$ cat src/rtl/seg_display_mux.sv
`default_nettype none
// seg_display_mux: time-multiplexed hex 7-segment driver with a load-captured shadow register,
// anti-ghost digit blanking and a frame pulse. Define SEG_LEADING_ZERO_BLANK_EN to blank leading zeros.
module seg_display_mux #(
  parameter int NUM_DIGITS = 4,
  parameter int CLK_DIV    = 50000,
  parameter int ACTIVE_LOW = 1
) (
  input  logic                    clk,
  input  logic                    rst_n,
  input  logic [4*NUM_DIGITS-1:0] value,
  input  logic [NUM_DIGITS-1:0]   dp_in,
  input  logic                    load,
  input  logic                    enable,
  output logic [6:0]              segs,
  output logic                    dp,
  output logic [NUM_DIGITS-1:0]   an,
  output logic                    frame_done
);

  localparam int CW = (CLK_DIV > 1) ? $clog2(CLK_DIV) : 1;
  localparam int IW = (NUM_DIGITS > 1) ? $clog2(NUM_DIGITS) : 1;
  localparam logic POL = (ACTIVE_LOW != 0);
  localparam logic [6:0] SEGS_OFF = {7{POL}};
  localparam logic [NUM_DIGITS-1:0] AN_OFF = {NUM_DIGITS{POL}};

  logic [4*NUM_DIGITS-1:0] shadow_val_q, shadow_val_d;
  logic [NUM_DIGITS-1:0]   shadow_dp_q, shadow_dp_d;
  logic [CW-1:0]           cnt_q, cnt_d;
  logic [IW-1:0]           idx_q, idx_d;
  logic [6:0]              segs_q, segs_d;
  logic                    dp_q, dp_d;
  logic [NUM_DIGITS-1:0]   an_q, an_d;
  logic                    frame_done_q, frame_done_d;

  logic [3:0]              nib_sel;
  logic                    dp_sel;
  logic [NUM_DIGITS-1:0]   onehot;
  logic                    blank;
  logic                    last_slot;
  logic                    last_dig;
`ifdef SEG_LEADING_ZERO_BLANK_EN
  logic                    upper_nz;
`endif

  function automatic logic [6:0] glyph(input logic [3:0] h);
    case (h)
      4'h0: glyph = 7'b0111111;
      4'h1: glyph = 7'b0000110;
      4'h2: glyph = 7'b1011011;
      4'h3: glyph = 7'b1001111;
      4'h4: glyph = 7'b1100110;
      4'h5: glyph = 7'b1101101;
      4'h6: glyph = 7'b1111101;
      4'h7: glyph = 7'b0000111;
      4'h8: glyph = 7'b1111111;
      4'h9: glyph = 7'b1100111;
      4'hA: glyph = 7'b1110111;
      4'hB: glyph = 7'b1111100;
      4'hC: glyph = 7'b0111001;
      4'hD: glyph = 7'b1011110;
      4'hE: glyph = 7'b1111001;
      default: glyph = 7'b1110001;
    endcase
  endfunction

  always_comb begin
    shadow_val_d = shadow_val_q;
    shadow_dp_d  = shadow_dp_q;
    cnt_d        = cnt_q;
    idx_d        = idx_q;
    segs_d       = SEGS_OFF;
    dp_d         = POL;
    an_d         = AN_OFF;
    frame_done_d = 1'b0;
    nib_sel      = 4'h0;
    dp_sel       = 1'b0;
    onehot       = '0;
    blank        = 1'b0;
    last_slot    = (cnt_q == CW'(CLK_DIV - 1));
    last_dig     = (idx_q == IW'(NUM_DIGITS - 1));

    for (int i = 0; i < NUM_DIGITS; i++) begin
      if (idx_q == IW'(i)) begin
        nib_sel   = shadow_val_q[4*i +: 4];
        dp_sel    = shadow_dp_q[i];
        onehot[i] = 1'b1;
      end
    end

`ifdef SEG_LEADING_ZERO_BLANK_EN
    // A digit is blank when it and every more significant nibble are zero; digit 0 always shows.
    upper_nz = 1'b0;
    for (int i = 0; i < NUM_DIGITS; i++) begin
      if ((i >= int'(idx_q)) && (shadow_val_q[4*i +: 4] != 4'h0)) upper_nz = 1'b1;
    end
    blank = (idx_q != '0) && !upper_nz;
`endif

    if (load) begin
      shadow_val_d = value;
      shadow_dp_d  = dp_in;
    end

    if (enable) begin
      cnt_d = last_slot ? '0 : cnt_q + CW'(1);
      if (last_slot) idx_d = last_dig ? '0 : idx_q + IW'(1);
      frame_done_d = last_slot && last_dig;
      segs_d       = blank ? SEGS_OFF : (glyph(nib_sel) ^ SEGS_OFF);
      dp_d         = dp_sel ^ POL;
      // Slot count 0 keeps every anode off so the previous digit cannot ghost.
      an_d         = (cnt_q == '0) ? AN_OFF : (onehot ^ AN_OFF);
    end else begin
      cnt_d = '0;
      idx_d = '0;
    end
  end

  always_ff @(posedge clk or negedge rst_n) begin
    if (!rst_n) begin
      shadow_val_q <= '0;
      shadow_dp_q  <= '0;
      cnt_q        <= '0;
      idx_q        <= '0;
      segs_q       <= SEGS_OFF;
      dp_q         <= POL;
      an_q         <= AN_OFF;
      frame_done_q <= 1'b0;
    end else begin
      shadow_val_q <= shadow_val_d;
      shadow_dp_q  <= shadow_dp_d;
      cnt_q        <= cnt_d;
      idx_q        <= idx_d;
      segs_q       <= segs_d;
      dp_q         <= dp_d;
      an_q         <= an_d;
      frame_done_q <= frame_done_d;
    end
  end

  assign segs       = segs_q;
  assign dp         = dp_q;
  assign an         = an_q;
  assign frame_done = frame_done_q;

endmodule
`default_nettype wire

$ cat config.mk
export PLATFORM = sky130hd
export DESIGN_NAME = seg_display_mux
export DESIGN_NICKNAME = d
export VERILOG_FILES = /design/src/rtl/seg_display_mux.sv
export SDC_FILE = /design/constraint.sdc
export NUM_CORES = 1
export LEC_CHECK = 0
export CORE_MARGIN = 4
export CORE_UTILIZATION = 35
export CTS_BUF_LIST = sky130_fd_sc_hd__clkbuf_4 sky130_fd_sc_hd__clkbuf_8
export CTS_CLUSTER_SIZE = 14
export DETAILED_ROUTE_END_ITERATION = 12
export GPL_ROUTABILITY_DRIVEN = 0
export GPL_TIMING_DRIVEN = 0
export PLACE_DENSITY = 0.56
export SETUP_SLACK_MARGIN = 0.02
export SYNTH_ARGS = -nofsm -noshare
export SYNTH_HDL_FRONTEND = slang
export SYNTH_SLANG_ARGS = --single-unit
$ cat constraint.sdc
create_clock -name clk -period 2.6 [get_ports clk]
set_input_delay 0.39 -clock clk [delete_from_list [all_inputs] [get_ports clk]]
set_output_delay 0.39 -clock clk [all_outputs]
set_load 0.02 [all_outputs]
==> results of run 1 <==
-- registers in the layout, summed over array words and instances, names as in the netlist --
register,count
segs,7
shadow_val_q,16
frame_done,1
dp,1
shadow_dp_q,4
an,4
cnt_q,16
idx_q,2
-- final timing paths --
kind | to | cells past startpoint
setup / recovery | segs[3] | 11
hold / removal | shadow_val_q[11] | 1
setup reg to reg | segs[3] | 11
hold reg to reg | dp | 3
max in group asynchronous | an[0] | 2
min in group clk | dp | 2
-- per-stage QoR --
| step | area, µm² | hold WS [ns] | TNS (ns) |
|---|---|---|---|
| after floorplan | 2540 | 0.0944 | 0 |
| after global placement | 3010 | 0.489 | -15.57 |
| after detailed placement | 3030 | 0.449 | -0.616 |
| after CTS | 3130 | 0.106 | 0 |
| after global routing | 3190 | 0.135 | -0.00424 |
| final | 3190 | 0.0948 | 0 |
-- synth_stat cells (all sizes together) --
| cell | n |
|---|---|
| a211oi | 2 |
| a21boi | 1 |
| a21oi | 7 |
| a221o | 1 |
| a221oi | 1 |
| a2bb2oi | 1 |
| a311oi | 1 |
| a31oi | 2 |
| and2 | 2 |
| and3 | 1 |
| and3b | 1 |
| buf | 8 |
| clkinv | 1 |
| dfrtp | 39 |
| dfstp | 12 |
| ha | 12 |
| inv | 12 |
| mux2 | 18 |
| mux2i | 3 |
| nand2 | 28 |
| nand2b | 1 |
| nand3 | 7 |
| nand3b | 1 |
| nand4 | 6 |
| nor2 | 23 |
| nor3 | 4 |
| nor3b | 1 |
| nor4 | 5 |
| nor4b | 1 |
| o211ai | 3 |
| o21ai | 4 |
| o221ai | 3 |
| o22a | 1 |
| o311ai | 1 |
| o31ai | 1 |
| or2 | 1 |
| or4 | 1 |
| xnor2 | 7 |
| xor2 | 8 |
-- area by class of cell --
class                      count  share of cell area
clock inverter                 1             0.00157
tap                           96              0.0377
inverter                      13              0.0153
timing repair buffer          39               0.122
sequential                    51               0.405
multi-input combinational    160               0.374
clock buffer                   7              0.0263
buffer                         8              0.0188
-- power by group --
part           total [mW]  internal, mW  switching, mW  leakage (nW)
logic               0.299         0.154          0.145         0.632
clock network       0.469         0.211          0.258        0.0491
registers           0.883         0.858         0.0257         0.624
-- logic make-up after synthesis --
| group | count (synthesis) |
|---|---|
| AND/OR/NAND/NOR | 83 |
| flip-flops | 51 |
| AO/OA/AOI/OAI | 29 |
| buffers and inverters | 21 |
| multiplexers | 21 |
| XOR/XNOR | 15 |
| adder cells (fa/ha/maj) | 12 |
-- layer usage --
layer,global-route usage,vias to the layer above
met1,0.186,846
met5,0,-
met4,0.0476,0
li1,-,896
met3,0.0306,4
met2,0.188,27
-- what timing repair did --
action,in CTS,in global routing
buffers inserted,1,2
pin swaps,1,1
setup endpoints to repair,5,5
resized for setup,2,8
hold buffers,0,0
==> summary.txt, run 1 <==
Outcome
  – Status: finished, final reports clean

Yosys
  – Synthesized cell area: about 2500 µm²
  – Area contributors post-synth: dfrtp_1 38%, dfstp_2 12%, mux2_2 8.0%, ha_1 5.9%, nand2_1 3.8%
  – Mux cell area share after synthesis: 0.0915
  – Distinct cell type count after synthesis: 44
  – Synth Warn #: 0
  – Post-Synth Simple-Gate Area: 0.166
  – XOR/XNOR share of the synthesized area: 0.0517
  – Largest family of logic cells by synthesized area: simple AND/OR/NAND/NOR gates
  – Cells after Synth: 232
  – Flops & latches, synth: 51
  – Mapped Avg Cell Area: ~11 µm²
  – Syn_nets: ~270
  – Area leader, netlist: dfrtp_1
  – Synth Area in Compound Gates: 0.0812
  – Seq/Total Area, Yosys: 0.508
  – Post-Synth Adder-Cell Area: 0.0591
  – Share of the synthesized area in the top cell type: 0.384

GRT
  – First-pass GRT wire length: 8.84 mm
  – Overall Global Routing Usage: 0.129
  – Initial antenna violation count: 0
  – Via count of the first global-routing pass: 1807
  – Grt total ovfl: 0
  – Largest net degree at the start of global routing: 29

Worst hold path
  – Worst Hold Class: primary input to asynchronous set/reset pin

Final layout
  – Register area: around 1300 µm²
  – Layout net count: about 310
  – Antenna cells: 0
  – Non-filler cells, final: 375
  – P&R area growth vs syn: 25.4%
  – Commonest non-fill, non-tap cell in the layout: dfrtp_1
  – Commonest cells after routing, fill and taps aside: 39 x dfrtp_1, 34 x clkdlybuf4s50_1, 26 x nand2_1
  – Ratio of cells with drive above 1 in the final layout: 0.222
  – Multi-input logic area: between 1000 and 1500 µm²
  – Number of fill cells: 672
  – Final core utilization: 0.462

STA
  – Max-Slew Margin vs Limit: 0.573
  – Worst Skew: 0.00690 ns
  – Final Slew Violations: 0
  – Final setup viols: 0
  – Hold Vio Cnt, Final: 0
  – Final worst slack: approximately 0.22 ns
  – Minimum clock period: approximately 2.4 ns
  – Fin crit share: 0.916
  – Slew at the pin closest to its max-slew limit: 0.641 ns
  – Fmax: 0.420 GHz

Floorplan
  – DIE AREA: 8690 µm²
  – Width of the die: between 90 and 100 µm
  – I/O Pins: 37
  – Initial core utilization: 0.368
  – CORE AREA: between 6000 and 7000 µm²
  – Die H: 93.2 µm
  – Row cnt: 30

Power and ir drop
  – Power per cell area: 518 nW/µm²
  – Leak: 1.31 nW
  – Max IR drop VDD: 0.215 mV
  – Total chip power: 1.65 mW

Drt
  – Top Layer Used: met4
  – WL final: 5.08 mm
  – Routed wl met3: 190 µm
  – DRC errors left: 0
  – M1 WL: 2.62 mm
  – Routed length on met2: 2.22 mm
  – WL/cell: 13.5 µm
  – Post-route ant nets: 0
  – Drt first pass iters: 4
  – Drt via density: 4.73
  – Initial DRC count: slightly above 60
  – Via count: ~1800

Clock tree
  – CTS sink count: 51
  – Max clock buf depth: 2
  – CTS buffer count: 5
  – Worst skew pair latency: 0.30 ns
  – Root Buffer: clkbuf_8
  – Htree depth: 2
  – CTS tree: done
  – Clock-pin transition on the worst setup and hold timing paths: 0.09 ns

Critical path
  – Max Fanout on Critical Path: 10
  – CP Cell Sequence: ha_1, buf_2, and3b_1, a21oi_1, a221oi_2, inv_2, ha_4, inv_1, nand3_1, a21oi_1, o31ai_1
  – Number of buffers and inverters on the critical path: 3
  – Critical R2R Launch: idx_q[0]
  – Critical path's top delay family: compound AO/OA/AOI/OAI gates
  – Slowest cell on crit path: dfrtp_1
  – Crit path top cell by count: a21oi_1
  – Critical path class: register to register
  – Crit path capture type: register
  – Critical path data arrival time: 2.60 ns
  – Critical path required time: 2.82 ns
  – Crit path launch type: register
  – R2R setup slack: between 0.2 and 0.25 ns
  – Critical Path Max Stage Delay: 0.43 ns
  – Worst Setup SP: idx_q[0]

Job
  – Number of max-cap violations: 0

Placed design
  – DP HPWL: between 3 and 4 mm
  – # port buffers: 35
  – Placed Instances: 364
  – Pre-CTS setup slack: -0.281 ns
(Power assumes the default switching activity.)
==> inputs of run 2 (changes only) <==
ABC_AREA = 1   (was unset)
PLACE_DENSITY = 0.55   (was 0.56)
==> summary.txt, run 2 <==
Drt
  – Via count: 2187 (was 1773)
  – WL final: 5.75 mm (was 5.08 mm)
  – Initial DRC count: 120 (was 61)
  – DRC errors left: 0 (unchanged)
  – Drt via density: 4.71 (was 4.73)
  – Post-route ant nets: 0 (unchanged)
  – WL/cell: 12.4 µm (was 13.5 µm)
  – Drt first pass iters: 4 (unchanged)

Final layout
  – Layout net count: 400 (was 314)
  – P&R area growth vs syn: 21.6% (was 25.4%)
  – Commonest non-fill, non-tap cell in the layout: nand2_1 (was dfrtp_1)
  – Non-filler cells, final: 464 (was 375)
  – Number of fill cells: 742 (was 672)
  – Antenna cells: 0 (unchanged)
  – Ratio of cells with drive above 1 in the final layout: 0.134 (was 0.222)
  – Commonest cells after routing, fill and taps aside: 79 x nand2_1, 39 x dfrtp_1, 38 x inv_1 (was 39 x dfrtp_1, 34 x clkdlybuf4s50_1, 26 x nand2_1)
  – Final core utilization: 0.444 (was 0.462)

GRT
  – Grt total ovfl: 0 (unchanged)
  – Overall Global Routing Usage: 0.143 (was 0.129)
  – Initial antenna violation count: 0 (unchanged)
  – Via count of the first global-routing pass: 2142 (was 1807)
  – First-pass GRT wire length: 10.1 mm (was 8.84 mm)
  – Largest net degree at the start of global routing: 32 (was 29)

Critical path
  – Crit path launch type: register (unchanged)
  – Max Fanout on Critical Path: 10 (unchanged)
  – Critical Path Max Stage Delay: 0.42 ns (was 0.43 ns)
  – Critical path required time: 2.82 ns (about the same)
  – Slowest cell on crit path: dfrtp_1 (unchanged)
  – Critical path class: register to register (unchanged)
  – Crit path capture type: register (unchanged)
  – CP Cell Sequence: inv_1, ha_1, buf_2, inv_1, nand3_1, nand2_1, nand2_1, inv_1, ha_1, inv_1, nand3_1, nand3_1, nand3_1 (was ha_1, buf_2, and3b_1, a21oi_1, a221oi_2, inv_2, ha_4, inv_1, nand3_1, a21oi_1, o31ai_1)
  – Critical path's top delay family: simple AND/OR/NAND/NOR gates (was compound AO/OA/AOI/OAI gates)
  – Number of buffers and inverters on the critical path: 5 (was 3)
  – Critical path data arrival time: 2.44 ns (was 2.60 ns)

Clock tree
  – Setup Buffers After CTS: 0 (was 1)
  – Root Buffer: clkbuf_8 (unchanged)
  – Post-CTS Hold Buffers: 0 (unchanged)
  – Htree depth: 2 (unchanged)
  – Max clock buf depth: 2 (unchanged)
  – CTS buffer count: 5 (unchanged)
  – Post_cts resized: 0 (was 2)
  – CTS tree: done (unchanged)
  – Clock-pin transition on the worst setup and hold timing paths: 0.09 ns (about the same)
  – Worst skew pair latency: 0.31 ns (was 0.30 ns)
  – CTS sink count: 51 (unchanged)

STA
  – Worst Skew: 0.00844 ns (was 0.00690 ns)
  – RSZ-0062 raised after global routing: false
  – Final worst slack: 0.384 ns (was 0.219 ns)
  – Setup tns final: 0 ns (unchanged)
  – Minimum clock period: 2.22 ns (was 2.38 ns)
  – Final Slew Violations: 0 (unchanged)
  – Final setup viols: 0 (unchanged)
  – Fmax: 0.451 GHz (was 0.420 GHz)
  – Fin Hold WS: 0.0269 ns (was 0.0948 ns)
  – Max-Slew Margin vs Limit: 0.669 (was 0.573)
  – Slew at the pin closest to its max-slew limit: 0.496 ns (was 0.641 ns)
  – Hold Vio Cnt, Final: 0 (unchanged)
  – Fin crit share: 0.852 (was 0.916)

Floorplan
  – Width of the die: 95.4 µm (was 93.2 µm)
  – Row cnt: 31 (was 30)
  – Initial core utilization: 0.365 (was 0.368)
  – DIE AREA: 9110 µm² (was 8690 µm²)
  – Die H: 95.4 µm (was 93.2 µm)
  – CORE AREA: 7330 µm² (was 6910 µm²)
  – I/O Pins: 37 (unchanged)

Yosys
  – Seq/Total Area, Yosys: 0.483 (was 0.508)
  – EDFF count, synth: 0 (unchanged)
  – Most frequent cells after synthesis: 79 x nand2_1, 39 x dfrtp_1, 38 x inv_1, 27 x nor2_1, 26 x nand3_1 (was 39 x dfrtp_1, 26 x nand2_1, 23 x nor2_1, 18 x mux2_2)
  – Flops & latches, synth: 51 (unchanged)
  – Synthesized cell area: 2680 µm² (was 2540 µm²)
  – Share of the synthesized area in the top cell type: 0.365 (was 0.384)
  – Mapped Avg Cell Area: 8.31 µm² (was 11.0 µm²)
  – Ys async rst share: 1.00 (unchanged)
  – Syn_nets: 358 (was 268)
  – Area leader, netlist: dfrtp_1 (unchanged)
  – Most common cell in the netlist: nand2_1 (was dfrtp_1)
  – Area contributors post-synth: dfrtp_1 36%, dfstp_2 12%, nand2_1 11%, ha_1 5.6%, inv_1 5.3% (was dfrtp_1 38%, dfstp_2 12%, mux2_2 8.0%, ha_1 5.9%, nand2_1 3.8%)
  – Ys flop type: dfrtp_1 (unchanged)
  – Synth Warn #: 0 (unchanged)
  – Cells after Synth: 322 (was 232)
  – Distinct cell type count after synthesis: 28 (was 44)

Power and ir drop
  – Leak: 1.46 nW (was 1.31 nW)
  – Power per cell area: 635 nW/µm² (was 518 nW/µm²)
  – Max IR drop VDD: 0.243 mV (was 0.215 mV)

Job
  – Number of max-cap violations: 0 (unchanged)

Placed design
  – # port buffers: 34 (was 35)
  – DP HPWL: 4.33 mm (was 3.72 mm)
  – Placed Instances: 456 (was 364)
  – Pre-CTS setup slack: 0.399 ns (was -0.281 ns)

Worst hold path
  – Worst Hold Class: primary input to asynchronous set/reset pin (unchanged)

Outcome
  – Status: finished, final reports clean (unchanged)
## run 2: cell type report
type	instances	area (µm²)	share of cell area
clock inverter	2	16.3	0.00500
tap	99	124	0.0381
timing repair buffer	35	355	0.109
inverter	43	161	0.0496
clock buffer	6	82.6	0.0254
multi-input combinational	222	1190	0.367
sequential	51	1290	0.397
buffer	6	27.5	0.00846
## run 2: logic make-up after synthesis
logic type               Yosys count  share of synthesized area
AND/OR/NAND/NOR                  154                      0.251
flip-flops                        51                      0.483
buffers and inverters             49                     0.0706
AO/OA/AOI/OAI                     43                     0.0879
adder cells (fa/ha/maj)           12                     0.0561
multiplexers                      10                     0.0421
XOR/XNOR                           3                    0.00982
## run 2: worst paths after layout
kind | from | to | slack, ns | cells past startpoint
worst max register to register | idx_q[0] | segs[3] | 0.38 | 13
min in group clk | enable | dp | 0.35 | 2
worst max-delay path | idx_q[0] | segs[3] | 0.38 | 13
worst min register to register | cnt_q[0] | cnt_q[0] | 0.50 | 1
worst min-delay path | rst_n | cnt_q[8] | 0.03 | 1
max in group asynchronous | rst_n | an[0] | 1.98 | 2
## run 2: power by group
group	leakage [nW]	switching, mW	total (mW)	internal (mW)
clock network	0.0474	0.277	0.494	0.218
logic	0.790	0.384	0.640	0.255
registers	0.626	0.0302	0.932	0.902
total	1.46	0.691	2.07	1.38
## run 2: through the flow
stage,cell area (µm²),power [mW]
2_1_floorplan,2680,1.36
3_3_place_gp,3140,1.58
3_5_place_dp,3150,1.59
4_1_cts,3250,2.09
5_1_grt,3250,2.21
6_report,3250,2.07
## run 2: per-layer routing
| layer | up-vias | share of wire | track usage |
|---|---|---|---|
| met5 | - | 0 | 0 |
| met4 | 0 | 0.015 | 0.0557 |
| met3 | 7 | 0.044 | 0.0300 |
| met2 | 43 | 0.46 | 0.224 |
| met1 | 1022 | 0.48 | 0.193 |
| li1 | 1115 | - | - |
==> inputs of run 3 (changes only) <==
PLACE_DENSITY = 0.53   (was 0.55)
REMOVE_ABC_BUFFERS = 1   (was unset)
clock period = 2.5 ns   (was 2.6 ns; I/O delays follow)
==> summary.txt, run 3 (synthesis results as in run 2) <==
GRT
  – Overall Global Routing Usage: 0.139 (was 0.143)
  – Via count of the first global-routing pass: 2150 (was 2142)
  – First-pass GRT wire length: 9.94 mm (was 10.1 mm)
  – Grt total ovfl: 0 (unchanged)
  – Initial antenna violation count: 0 (unchanged)
  – Largest net degree at the start of global routing: 35 (was 32)

Clock tree
  – CTS sink count: 51 (unchanged)
  – Clock-pin transition on the worst setup and hold timing paths: 0.11 ns (was 0.09 ns)
  – Max clock buf depth: 2 (unchanged)
  – Htree depth: 2 (unchanged)
  – CTS buffer count: 5 (unchanged)
  – Worst skew pair latency: 0.32 ns (was 0.31 ns)
  – CTS tree: done (unchanged)
  – Root Buffer: clkbuf_8 (unchanged)

Power and ir drop
  – Power per cell area: 664 nW/µm² (was 635 nW/µm²)
  – Max IR drop VDD: 0.297 mV (was 0.243 mV)
  – Sequential Power Share: 0.448 (was 0.451)
  – Clock power share: 0.247 (was 0.239)
  – Leak: 1.46 nW (about the same)
  – Total chip power: 2.16 mW (was 2.07 mW)
  – Cell Int Power: 1.42 mW (was 1.38 mW)
  – Comb power frac: 0.305 (was 0.310)
  – Switching Power: 0.745 mW (was 0.691 mW)
  – Switch share: 0.344 (was 0.334)

STA
  – Slew at the pin closest to its max-slew limit: 0.970 ns (was 0.496 ns)
  – Minimum clock period: 2.24 ns (was 2.22 ns)
  – Fmax: 0.447 GHz (was 0.451 GHz)
  – Final setup viols: 0 (unchanged)
  – RSZ-0062 raised after global routing: false (unchanged)
  – Final Slew Violations: 0 (unchanged)
  – Hold Vio Cnt, Final: 0 (unchanged)
  – Max-Slew Margin vs Limit: 0.351 (was 0.669)
  – Worst Skew: 0.0148 ns (was 0.00844 ns)
  – Fin crit share: 0.894 (was 0.852)
  – Final worst slack: 0.264 ns (was 0.384 ns)

Floorplan
  – Width of the die: 95.4 µm (unchanged)
  – CORE AREA: 7330 µm² (unchanged)
  – Initial core utilization: 0.365 (unchanged)
  – Die H: 95.4 µm (unchanged)
  – I/O Pins: 37 (unchanged)
  – Row cnt: 31 (unchanged)
  – DIE AREA: 9110 µm² (unchanged)

Worst hold path
  – Endpoint, Worst Hold: cnt_q[0]
  – Worst Hold Class: register to register (was primary input to asynchronous set/reset pin)
  – Worst hold stages: 1
  – HP Start: cnt_q[0]

Drt
  – Post-route ant nets: 0 (unchanged)
  – Initial DRC count: 103 (was 120)
  – Via count: 2135 (was 2187)
  – DRC errors left: 0 (unchanged)
  – WL/cell: 12.1 µm (was 12.4 µm)
  – WL final: 5.60 mm (was 5.75 mm)
  – Drt via density: 4.63 (was 4.71)
  – Drt first pass iters: 4 (unchanged)

Critical path
  – Critical path's top delay family: simple AND/OR/NAND/NOR gates (unchanged)
  – R2R depth: 12 (was 13)
  – Critical path class: register to register (unchanged)
  – Critical path data arrival time: 2.46 ns (was 2.44 ns)
  – Crit path launch type: register (unchanged)
  – Critical path required time: 2.72 ns (was 2.82 ns)
  – Number of buffers and inverters on the critical path: 4 (was 5)
  – Crit path capture type: register (unchanged)
  – RR Endpoint: segs[3] (unchanged)
  – Max Fanout on Critical Path: 10 (unchanged)
  – Critical R2R Launch: idx_q[0] (unchanged)
  – CP Cell Sequence: inv_1, ha_2, inv_1, nand3_1, nand2_1, nand2_1, inv_1, ha_1, inv_1, nand3_1, nand3_1, nand3_1 (was inv_1, ha_1, buf_2, inv_1, nand3_1, nand2_1, nand2_1, inv_1, ha_1, inv_1, nand3_1, nand3_1, nand3_1)
  – Critical Path Max Stage Delay: 0.42 ns (about the same)
  – R2R setup slack: 0.26 ns (was 0.38 ns)
  – Slowest cell on crit path: dfrtp_1 (unchanged)

Final layout
  – Antenna cells: 0 (unchanged)
  – Ratio of cells with drive above 1 in the final layout: 0.127 (was 0.134)
  – Final core utilization: 0.445 (was 0.444)
  – P&R area growth vs syn: 21.9% (was 21.6%)
  – Commonest non-fill, non-tap cell in the layout: nand2_1 (unchanged)
  – Layout net count: 397 (was 400)
  – Design area: 3260 µm² (was 3250 µm²)
  – Number of fill cells: 748 (was 742)
  – Commonest cells after routing, fill and taps aside: 79 x nand2_1, 39 x dfrtp_1, 38 x inv_1 (unchanged)

Placed design
  – Pre-CTS setup slack: 0.133 ns (was 0.399 ns)
  – DP HPWL: 4.27 mm (was 4.33 mm)
  – # port buffers: 36 (was 34)
  – Placed cell area: 3150 µm² (about the same)

Outcome
  – Status: finished, final reports clean (unchanged)

Job
  – Number of max-cap violations: 0 (unchanged)
## run 3: cell count changes in the layout (fill, tap and decap cells not counted), sizes merged
cell / change
buf: -4
clkinvlp: -1
clkbuf: -3
clkdlybuf4s50: +2
dlygate4sd3: +1
inv: +2
## run 3: power groups by stage
stage	Sequential (mW)	Clock [mW]	Combinational [mW]
final	0.971	0.534	0.659
after global routing	0.983	0.586	0.750
after CTS	0.973	0.562	0.669
after detailed placement	0.989	0	0.665
after global placement	0.987	0	0.661
after floorplan	1.05	0	0.362
## run 3: what timing repair did
item | CTS | global route
hold endpoints to repair | 10 | 0
setup endpoints to repair | 0 | 4
buffers inserted | 0 | 0
gates resized for setup | 0 | 1
hold buffers | 1 | 0
## run 3: area by class of cell
cell class	instances	area, µm²	area share
Clock buffer	5	68.8	0.0211
Sequential cell	51	1290	0.396
Timing Repair Buffer	38	385	0.118
Inverter	43	161	0.0495
Clock inverter	3	33.8	0.0104
Multi-Input combinational cell	222	1200	0.367
Tap cell	99	124	0.0380
## run 3: layer usage
metal,vias to the layer above,global-route usage,part of all wire
li1,1114,-,-
met1,985,0.174,0.48
met2,29,0.235,0.47
met3,7,0.0300,0.036
met4,0,0.0498,0.014
met5,-,0,0
## run 3: worst max path at each step
stage / from / end / slack, ns / cells past startpoint
3_3_place_gp: rst_n / shadow_val_q[15] / -0.53 / 1
5_1_grt: idx_q[0] / segs[1] / 0.04 / 13
2_1_floorplan: idx_q[0] / segs[1] / 0.60 / 13
6_report: idx_q[0] / segs[3] / 0.26 / 12
4_1_cts: idx_q[0] / segs[3] / 0.09 / 12
3_5_place_dp: idx_q[0] / segs[3] / 0.13 / 12
## run 3: stage by stage
stage	instances	TNS (ns)	hold WS (ns)
after floorplan	316	0	0.0794
after global placement	451	-20.37	0.478
after detailed placement	452	0	0.341
after CTS	461	0	0.503
after global routing	461	0	0.539
final	461	0	0.497
